--- config.mk ---
export PLATFORM = sky130hd
export DESIGN_NAME = tone_synth
export DESIGN_NICKNAME = d
export VERILOG_FILES = /design/src/rtl/tone_pkg.sv /design/src/rtl/tone_divider.sv /design/src/rtl/tone_synth.sv
export SDC_FILE = /design/constraint.sdc
export NUM_CORES = 1
export LEC_CHECK = 0
export CAP_MARGIN = 20
export CORE_MARGIN = 4
export CORE_UTILIZATION = 35
export CTS_BUF_LIST = sky130_fd_sc_hd__clkbuf_8
export CTS_CLUSTER_DIAMETER = 60
export DETAILED_ROUTE_END_ITERATION = 8
export PLACE_DENSITY = 0.63
export SKIP_LAST_GASP = 1
export SYNTH_ARGS = -nofsm -noshare
export SYNTH_HDL_FRONTEND = slang
export SYNTH_SLANG_ARGS = --single-unit
--- constraint.sdc ---
create_clock -name clk -period 7.3 [get_ports clk]
set_input_delay 1.46 -clock clk [delete_from_list [all_inputs] [get_ports clk]]
set_output_delay 1.46 -clock clk [all_outputs]
set_load 0.005 [all_outputs]
--- src/rtl/tone_pkg.sv ---
// ---------------------------------------------------------------------------
// tone_pkg
// Shared definitions for the sidetone generator: FSM state encoding and the
// default preset half-periods. The defaults assume a 1 MHz system clock.
// No ports (package only).
// ---------------------------------------------------------------------------
package tone_pkg;

   // Controller states. IDLE must stay at zero so a cleared register is idle.
   typedef enum logic [1:0] {
      IDLE     = 2'd0,
      RUN_CONT = 2'd1,
      RUN_BEEP = 2'd2,
      DRAIN    = 2'd3
   } tone_state_t;

   // Clock assumption behind the default presets.
   localparam int unsigned F_CLK_HZ    = 1_000_000;
   localparam int unsigned SIDETONE_HZ = 600;

   // Half-period of the classic 600 Hz sidetone, in clocks (833 at 1 MHz).
   localparam int unsigned HALF_600HZ  = F_CLK_HZ / (2 * SIDETONE_HZ);

   // Default preset half-periods: 600, 800, 500 and 400 Hz at 1 MHz.
   localparam int unsigned DEF_HALF0 = HALF_600HZ;
   localparam int unsigned DEF_HALF1 = 625;
   localparam int unsigned DEF_HALF2 = 1000;
   localparam int unsigned DEF_HALF3 = 1250;

endpackage

--- src/rtl/tone_divider.sv ---
// ---------------------------------------------------------------------------
// tone_divider
// Half-period counter plus toggle flip-flop producing the square wave.
// Ports:
//   clk          system clock
//   rst          synchronous active-high reset
//   run          high while the controller is (or is about to be) running
//   half         latched half-period in clocks (>= 2)
//   tone_out     registered square-wave output
//   fall_strobe  high during the last cycle of a high phase
//   rise_strobe  high during the last cycle of a low phase
// ---------------------------------------------------------------------------
module tone_divider
   import tone_pkg::*;
#(
   parameter int CNT_W = 12
) (
   input  logic             clk,
   input  logic             rst,
   input  logic             run,
   input  logic [CNT_W-1:0] half,
   output logic             tone_out,
   output logic             fall_strobe,
   output logic             rise_strobe
);

   localparam logic [CNT_W-1:0] ONE = CNT_W'(1);

   logic [CNT_W-1:0] cnt;
   logic             active;
   logic             at_end;

   // The strobes look one cycle ahead: they flag the cycle whose closing edge
   // ends the current phase, so the controller can decide on that same edge.
   assign at_end      = active && (cnt == (half - ONE));
   assign fall_strobe = at_end && tone_out;
   assign rise_strobe = at_end && !tone_out;

   // Counter and toggle. Dropping 'run' clears everything on the next edge,
   // which is how the controller forces the output low when a tone ends.
   // The first running edge starts a fresh high phase with the counter at 0.
   always_ff @(posedge clk) begin
      if (rst || !run) begin
         active   <= 1'b0;
         cnt      <= '0;
         tone_out <= 1'b0;
      end else if (!active) begin
         active   <= 1'b1;
         cnt      <= '0;
         tone_out <= 1'b1;
      end else if (at_end) begin
         cnt      <= '0;
         tone_out <= !tone_out;
      end else begin
         cnt      <= cnt + ONE;
      end
   end

endmodule

--- src/rtl/tone_synth.sv ---
// ---------------------------------------------------------------------------
// tone_synth
// Square-wave sidetone generator with four preset pitches. Plays either a
// continuous tone while 'en' is high or a one-shot beep of N full periods.
// A high phase is never cut short when a tone stops.
// Ports:
//   clk          system clock (1 MHz nominal)
//   rst          synchronous active-high reset
//   en           level request for a continuous tone
//   pitch_sel    preset select, sampled only when a tone starts
//   beep         one-cycle start pulse for a one-shot beep
//   beep_cycles  number of full periods in the beep (0 plays one period)
//   tone_out     registered square-wave output
//   busy         registered, high whenever the controller is not idle
// ---------------------------------------------------------------------------
module tone_synth
   import tone_pkg::*;
#(
   parameter int CNT_W  = 12,
   parameter int HALF0  = DEF_HALF0,
   parameter int HALF1  = DEF_HALF1,
   parameter int HALF2  = DEF_HALF2,
   parameter int HALF3  = DEF_HALF3,
   parameter int BEEP_W = 8
) (
   input  logic              clk,
   input  logic              rst,
   input  logic              en,
   input  logic [1:0]        pitch_sel,
   input  logic              beep,
   input  logic [BEEP_W-1:0] beep_cycles,
   output logic              tone_out,
   output logic              busy
);

   localparam logic [BEEP_W-1:0] BEEP_ONE = BEEP_W'(1);

   tone_state_t       state;
   tone_state_t       state_next;
   logic [CNT_W-1:0]  preset;
   logic [CNT_W-1:0]  half_q;
   logic [BEEP_W-1:0] remain;
   logic              load_tone;
   logic              load_beep;
   logic              dec_remain;
   logic              run;
   logic              fall_strobe;
   logic              rise_strobe;

   // Preset mux. Only consulted on the edge that starts a tone, so later
   // changes to pitch_sel cannot disturb a tone already playing.
   always_comb begin
      preset = CNT_W'(HALF0);
      case (pitch_sel)
         2'd0:    preset = CNT_W'(HALF0);
         2'd1:    preset = CNT_W'(HALF1);
         2'd2:    preset = CNT_W'(HALF2);
         2'd3:    preset = CNT_W'(HALF3);
         default: preset = CNT_W'(HALF0);
      endcase
   end

   // Next-state logic. beep wins over en in IDLE; requests arriving while
   // busy are simply not looked at. A continuous tone stopping in a high
   // phase drains to the end of that phase; stopping in a low phase (or on
   // the very last high cycle) returns to IDLE straight away. A beep counts
   // whole periods, so it is decremented at the end of each low phase.
   always_comb begin
      state_next = state;
      load_tone  = 1'b0;
      load_beep  = 1'b0;
      dec_remain = 1'b0;
      case (state)
         IDLE: begin
            if (beep) begin
               state_next = RUN_BEEP;
               load_tone  = 1'b1;
               load_beep  = 1'b1;
            end else if (en) begin
               state_next = RUN_CONT;
               load_tone  = 1'b1;
            end
         end
         RUN_CONT: begin
            if (!en) begin
               if (tone_out && !fall_strobe) begin
                  state_next = DRAIN;
               end else begin
                  state_next = IDLE;
               end
            end
         end
         RUN_BEEP: begin
            if (rise_strobe) begin
               dec_remain = 1'b1;
               if (remain <= BEEP_ONE) begin
                  state_next = IDLE;
               end
            end
         end
         DRAIN: begin
            if (fall_strobe) begin
               state_next = IDLE;
            end
         end
         default: state_next = IDLE;
      endcase
   end

   // The divider runs whenever the controller will be out of IDLE after this
   // edge, so tone_out rises on the same edge the FSM leaves IDLE and drops
   // on the same edge it returns.
   assign run = (state_next != IDLE);

   // State register, latched pitch, beep period counter and busy flag.
   // busy is registered from state_next so it tracks the state exactly.
   always_ff @(posedge clk) begin
      if (rst) begin
         state  <= IDLE;
         half_q <= '0;
         remain <= '0;
         busy   <= 1'b0;
      end else begin
         state <= state_next;
         busy  <= (state_next != IDLE);
         if (load_tone) begin
            half_q <= preset;
         end
         if (load_beep) begin
            remain <= (beep_cycles == '0) ? BEEP_ONE : beep_cycles;
         end else if (dec_remain) begin
            remain <= remain - BEEP_ONE;
         end
      end
   end

   tone_divider #(
      .CNT_W (CNT_W)
   ) u_divider (
      .clk         (clk),
      .rst         (rst),
      .run         (run),
      .half        (half_q),
      .tone_out    (tone_out),
      .fall_strobe (fall_strobe),
      .rise_strobe (rise_strobe)
   );

endmodule

==> results.cfg, run 1 <==
[cells_and_area]
fill_cells = 569
multiInputGateArea_mm2 = 0.00123
n_antenna_cell = 0
seq_area_um2 = 681
layout.nets = 277
final_util_pct = 41.8
layout-drive-gt1-share_pct = 7.72
syn_to_final_growth_pct = 15.9

[die]
fp-row-count = 27
num_io_pins = 16
coreArea_mm2 = 0.00551
die_w_um = 83.3
die_area_mm2 = 0.00695
initial_core_util_pct = 36.1
die_h_um = 83.3

[timing]
period_share_pct = 46.2
hold_viol = 0
rsz0062_at_grt = false
fin_crit_ns = 3.38
fin_worst_skew_ns = 0.00315
drv_slew = 0
timing.hold.ws_ns = 0.504
worst_slew_pin_slew_ns = 0.764
setup_violations = 0
setup_ws_ns = 3.92
max_freq_ghz = 0.296
slew_headroom_pct = 48.3
fin_tns_setup_ns = 0

[global_route]
antenna_found_initial = 0
overflow = 0
grt_pass1_wl_um = 7950
grt_max_degree = 19
grt_pass1_vias = 1722
grt_use_total_pct = 13.6

[placement]
gp_congestion = 0.822
dpl.hpwl_um = 3370
place_ws_ns = 3.68
io_buffers = 15

[worst_setup_path]
r2r_cells = 9
cpMaxStageDelayCell = clkdlybuf4s50_1
endpoint_kind = flop
worstSetupPathType = input port to flop
crit_family = buffers and inverters
rrSetupSlack_ns = 4.16
crit_path_start = rst
path_max_fanout = 16
worst_ep_arrival_time_ns = 3.55
crit_buf_inv = 2
cp_data_required_time_ns = 7.47
worst_setup_path_start_kind = input port
r2r_end = u_divider.cnt[10]
rr_startpoint = half_q[1]
worstPathCellList = clkdlybuf4s50_1 -> inv_1 -> nand2_1 -> nor3_1 -> a31o_2 -> or3b_1
path_depth = 6
critPathMaxStageDelay_ns = 0.87
setup.worst_path.end = remain[4]

[synthesis]
synth_edf_count = 0
yosysMostFrequentCell = dfxtp_1
synth_area_leaders = dfxtp_1 (34%), xnor2_1 (6.2%), nor2_1 (5.1%)
synth_top_cell_area_share_pct = 34.3
synth_fp_nets = 262
synth_compound_area_share_pct = 17.7
mappedNetlistArea_mm2 = 0.00199
ys.warnings.count = 0
seq_area_frac_synth_pct = 34.3
synth.distinct_cells = 52
synth_mux_area_share_pct = 0
syn_area_per_cell_um2 = 8.18
synth_fa_ha_area_share_pct = 3.15
synthTopCellsByCount = dfxtp_1 (34), nor2_1 (27), nand2_1 (19)
synth_top_family_by_area = simple AND/OR/NAND/NOR gates
syn-instance-count = 243
ys_ff_latch = 34
async_flop_share_pct = 0
synthSimpleGateAreaFrac_pct = 29.8
synth_ff_type = dfxtp_1
synth_top_area_cell = dfxtp_1
synth-xor-area-share_pct = 11.0

[pwr]
irDropWorstVdd_mv = 0.0621
power.density_mw_per_mm2 = 211
p_seq_share_pct = 44.1
combPwrFrac_pct = 22.4
p_leak_nw = 0.860
power.switching_w = 0.000143
internal_power_w = 0.000342
swShare_pct = 29.6
power.share.clock_pct = 33.5

[drt]
dr.pass1.iters = 4
drt-vias-per-instance = 5.54
drc = 0
drt_iter0_drc = 91
wirelength_um = 4620
antenna_left = 0
wl_per_cell_um = 14.0
via_count = 1833

[clocking]
clk_pin_slew_ns = 0.07
cts_tree = done
clk_path_buf_depth = 2
clock_sinks = 34
cts_root_buf = clkbuf_8
cts_max_level = 2
cts_setup_buffers = 0
cts_hold_buf = 0
clock_latency_ns = 0.29
cts_resized = 0
numCtsBuffers = 5

[min_path]
worstHoldPathType = flop to flop

[outcome]
status = finished clean

[flow_run]
maxCapViolations = 0
-- worst min path at each step --
stage                      from               end  slack (ns)  cells after the start
4_1_cts        u_divider.cnt[0]  u_divider.cnt[0]        0.51                      1
2_1_floorplan  u_divider.cnt[0]  u_divider.cnt[0]        0.45                      1
6_report       u_divider.cnt[0]  u_divider.cnt[0]        0.50                      1
3_3_place_gp   u_divider.cnt[0]  u_divider.cnt[0]        0.48                      1
3_5_place_dp   u_divider.cnt[0]  u_divider.cnt[0]        0.49                      1
5_1_grt        u_divider.cnt[0]  u_divider.cnt[0]        0.53                      1
-- power groups by stage --
stage | Sequential [W] | Clock (W) | Combinational (W)
after detailed placement | 0.000218 | 0 | 0.000108
final | 0.000214 | 0.000163 | 0.000109
after global routing | 0.000216 | 0.000176 | 0.000122
after CTS | 0.000214 | 0.000169 | 0.000109
after floorplan | 0.000213 | 0 | 0.0000833
after global placement | 0.000218 | 0 | 0.000106
-- area by class of cell --
cell class,instances,share of cell area [%]
clock buffers,8,4.78
inverters,11,1.79
multi-input cells,190,53.2
flip-flops and latches,34,29.5
well taps,72,3.91
repair buffers,16,6.74
-- state kept, by name (all words and copies together), names as in the netlist --
signal              count
busy                    1
half_q                  9
remain                  8
state                   2
u_divider.active        1
u_divider.cnt          12
u_divider.tone_out      1
-- stage by stage --
step                      cell area [um^2]  total power [W]  std cells
after floorplan                       1990         0.000297        243
after global placement                2190         0.000324        322
after detailed placement              2190         0.000326        323
after CTS                             2300         0.000491        331
after global routing                  2300         0.000514        331
final                                 2300         0.000485        331
-- cell families after synthesis --
family / count (synthesis)
simple gates: 111
flops: 34
xor+xnor: 25
buf+inv: 19
fa+ha+maj: 5
compound gates: 49
-- cell usage in the layout (no fill, tap or decap), drive strengths merged, types with 10 or more instances in the layout --
cell	count
xnor2	14
nand2	19
o21ai	10
nor2	28
xor2	11
dfxtp	34
clkdlybuf4s50	15
inv	11
a21oi	12
nand3	13
-- routing by layer --
| layer | vias to the layer above | global-route usage (%) | share of wire [%] |
|---|---|---|---|
| met5 | - | 0 | 0 |
| li1 | 920 | - | - |
| met3 | 4 | 3.87 | 5.5 |
| met4 | 0 | 4.31 | 0.87 |
| met2 | 45 | 21.3 | 45 |
| met1 | 864 | 18.1 | 48 |
(Power assumes the default switching activity.)
==> run 2: changes to the inputs <==
--- a/config.mk
+++ b/config.mk
@@ -11,7 +11,7 @@
 export CTS_BUF_LIST = sky130_fd_sc_hd__clkbuf_8
 export CTS_CLUSTER_DIAMETER = 60
 export DETAILED_ROUTE_END_ITERATION = 8
-export PLACE_DENSITY = 0.63
+export PLACE_DENSITY = 0.64
 export SKIP_LAST_GASP = 1
 export SYNTH_ARGS = -nofsm -noshare
 export SYNTH_HDL_FRONTEND = slang
==> constraint.sdc (replaced) <==
create_clock -name clk -period 2.78 [get_ports clk]
set_input_delay 0.556 -clock clk [delete_from_list [all_inputs] [get_ports clk]]
set_output_delay 0.556 -clock clk [all_outputs]
set_load 0.005 [all_outputs]
==> run 2 against run 1 <==
- critical path depth is 2 higher
- total power grew to 2.5 times the previous value
- worst setup slack worse by 3.8 ns
- core utilization is 1.9 points higher
- via count is 1.8% higher
- final area is 4.5% higher
- largest power group unchanged
- flip-flop and latch count stayed put
- sequential share of layout area is 1.2 points lower
- worst hold slack worse by 0.0029 ns
- final cell count is 3.3% higher
- wire length is 2.5% higher
==> results.cfg, run 2 (synthesis results as in run 1) <==
[worst_setup_path]
worstSetupPathType = flop to flop
crit_buf_inv = 1
path_max_fanout = 5
cpMaxStageDelayCell = or4_4
critPathMaxStageDelay_ns = 0.54
crit_path_start = half_q[0]
endpoint_kind = flop
crit_family = simple AND/OR/NAND/NOR gates
rr_startpoint = half_q[0]
worstPathCellList = inv_1 -> ha_4 -> or4b_4 -> or4_4 -> a21oi_4 -> o211ai_1 -> o21ai_1 -> or3b_1
worst_ep_arrival_time_ns = 2.82
cp_data_required_time_ns = 2.96
worst_setup_path_start_kind = flop

[timing]
period_share_pct = 95.1
fin_worst_skew_ns = 0.00821
drv_slew = 0
max_freq_ghz = 0.378
hold_viol = 0
timing.hold.ws_ns = 0.501
setup_violations = 0
fin_crit_ns = 2.64
worst_slew_pin_slew_ns = 0.481
slew_headroom_pct = 67.7

[cells_and_area]
mostFrequentLayoutCell = dfxtp_1
fill_cells = 549
syn_to_final_growth_pct = 21.2
largest_registers = u_divider.cnt (12), half_q (9), remain (8)
layout_common_cells = dfxtp_1 (33), nor2_1 (27), nand2_1 (19)
layout-drive-gt1-share_pct = 12.6
layout.nets = 289
final_util_pct = 43.7
regMostFlops = u_divider.cnt
final_cell_area_mm2 = 0.00241
n_antenna_cell = 0
largest_reg_flops = 12

[drt]
drt_iter0_drc = 129
antenna_left = 0
dr.pass1.iters = 4
wirelength_um = 4740
drc = 0
drt-vias-per-instance = 5.46
via_count = 1866
wl_per_cell_um = 13.8

[clocking]
cts_root_buf = clkbuf_8
clock_latency_ns = 0.29
cts_tree = done
clock_sinks = 34
cts_setup_buffers = 0
numCtsBuffers = 5
cts_resized = 0
cts_max_level = 2
clk_pin_slew_ns = 0.07
cts_hold_buf = 0
clk_path_buf_depth = 2

[pwr]
p_seq_share_pct = 45.7
p_leak_nw = 0.916
swShare_pct = 31.2
power.density_mw_per_mm2 = 508
irDropWorstVdd_mv = 0.285
combPwrFrac_pct = 26.9
internal_power_w = 0.000842
power.share.clock_pct = 27.4
power.switching_w = 0.000381

[placement]
dpl.hpwl_um = 3540
gp_congestion = 0.853
place_area_mm2 = 0.00229
io_buffers = 15

[die]
coreArea_mm2 = 0.00551
die_w_um = 83.3
fp-row-count = 27
num_io_pins = 16
die_area_mm2 = 0.00695
die_h_um = 83.3
initial_core_util_pct = 36.1

[flow_run]
maxCapViolations = 0

[global_route]
antenna_found_initial = 0
grt_pass1_wl_um = 8420
grt_use_total_pct = 14.7
grt_pass1_vias = 1825
overflow = 0
grt_max_degree = 16

[outcome]
status = finished clean

[min_path]
min-delay-start = u_divider.cnt[0]
worstHoldPathType = flop to flop
run 2: changes by cell type in the layout (fill, tap and decap cells not counted), sizes merged:
| cell | before | now |
|---|---|---|
| buf | 1 | 13 |
| clkbuf | 8 | 5 |
| inv | 11 | 13 |
run 2: area by class of cell:
cell class / instances / area, um^2 / share of cell area [%]
clock inverters: 2 / 7.51 / 0.312
clock buffers: 5 / 68.8 / 2.86
flip-flops and latches: 34 / 682 / 28.3
inverters: 11 / 41.3 / 1.72
multi-input cells: 190 / 1270 / 52.8
well taps: 72 / 90.1 / 3.74
repair buffers: 28 / 248 / 10.3
run 2: power groups by stage:
stage                     logic (W)  clock network (W)  registers (W)
after floorplan            0.000219                  0       0.000560
after global placement     0.000307                  0       0.000568
final                      0.000329           0.000335       0.000559
after global routing       0.000369           0.000370       0.000564
after CTS                  0.000311           0.000345       0.000558
after detailed placement   0.000310                  0       0.000569
run 2: worst paths after layout:
kind,end,slack [ns],cells after the start
setup / recovery,remain[4],0.14,8
hold / removal,u_divider.cnt[0],0.50,1
setup reg to reg,remain[4],0.14,8
hold reg to reg,u_divider.cnt[0],0.50,1
run 2: per-stage QoR:
stage / TNS, ns / setup WS (ns) / instances / power [W]
floorplan: 0 / 0.154 / 243 / 0.000779
global placement: 0 / 0.140 / 335 / 0.000875
detailed placement: 0 / 0.0914 / 335 / 0.000878
CTS: 0 / 0.0722 / 342 / 0.00121
global route: -0.00235 / -0.00235 / 342 / 0.00130
finish: 0 / 0.136 / 342 / 0.00122
run 2: routing by layer:
layer	part of all wire, %	GRT usage (%)	vias to the layer above	wire length, um
met5	0	0	-	0
met1	50	18.7	872	2380
met2	43	22.9	39	2030
li1	-	-	943	-
met4	2.5	6.84	0	120
met3	4.4	3.97	12	210
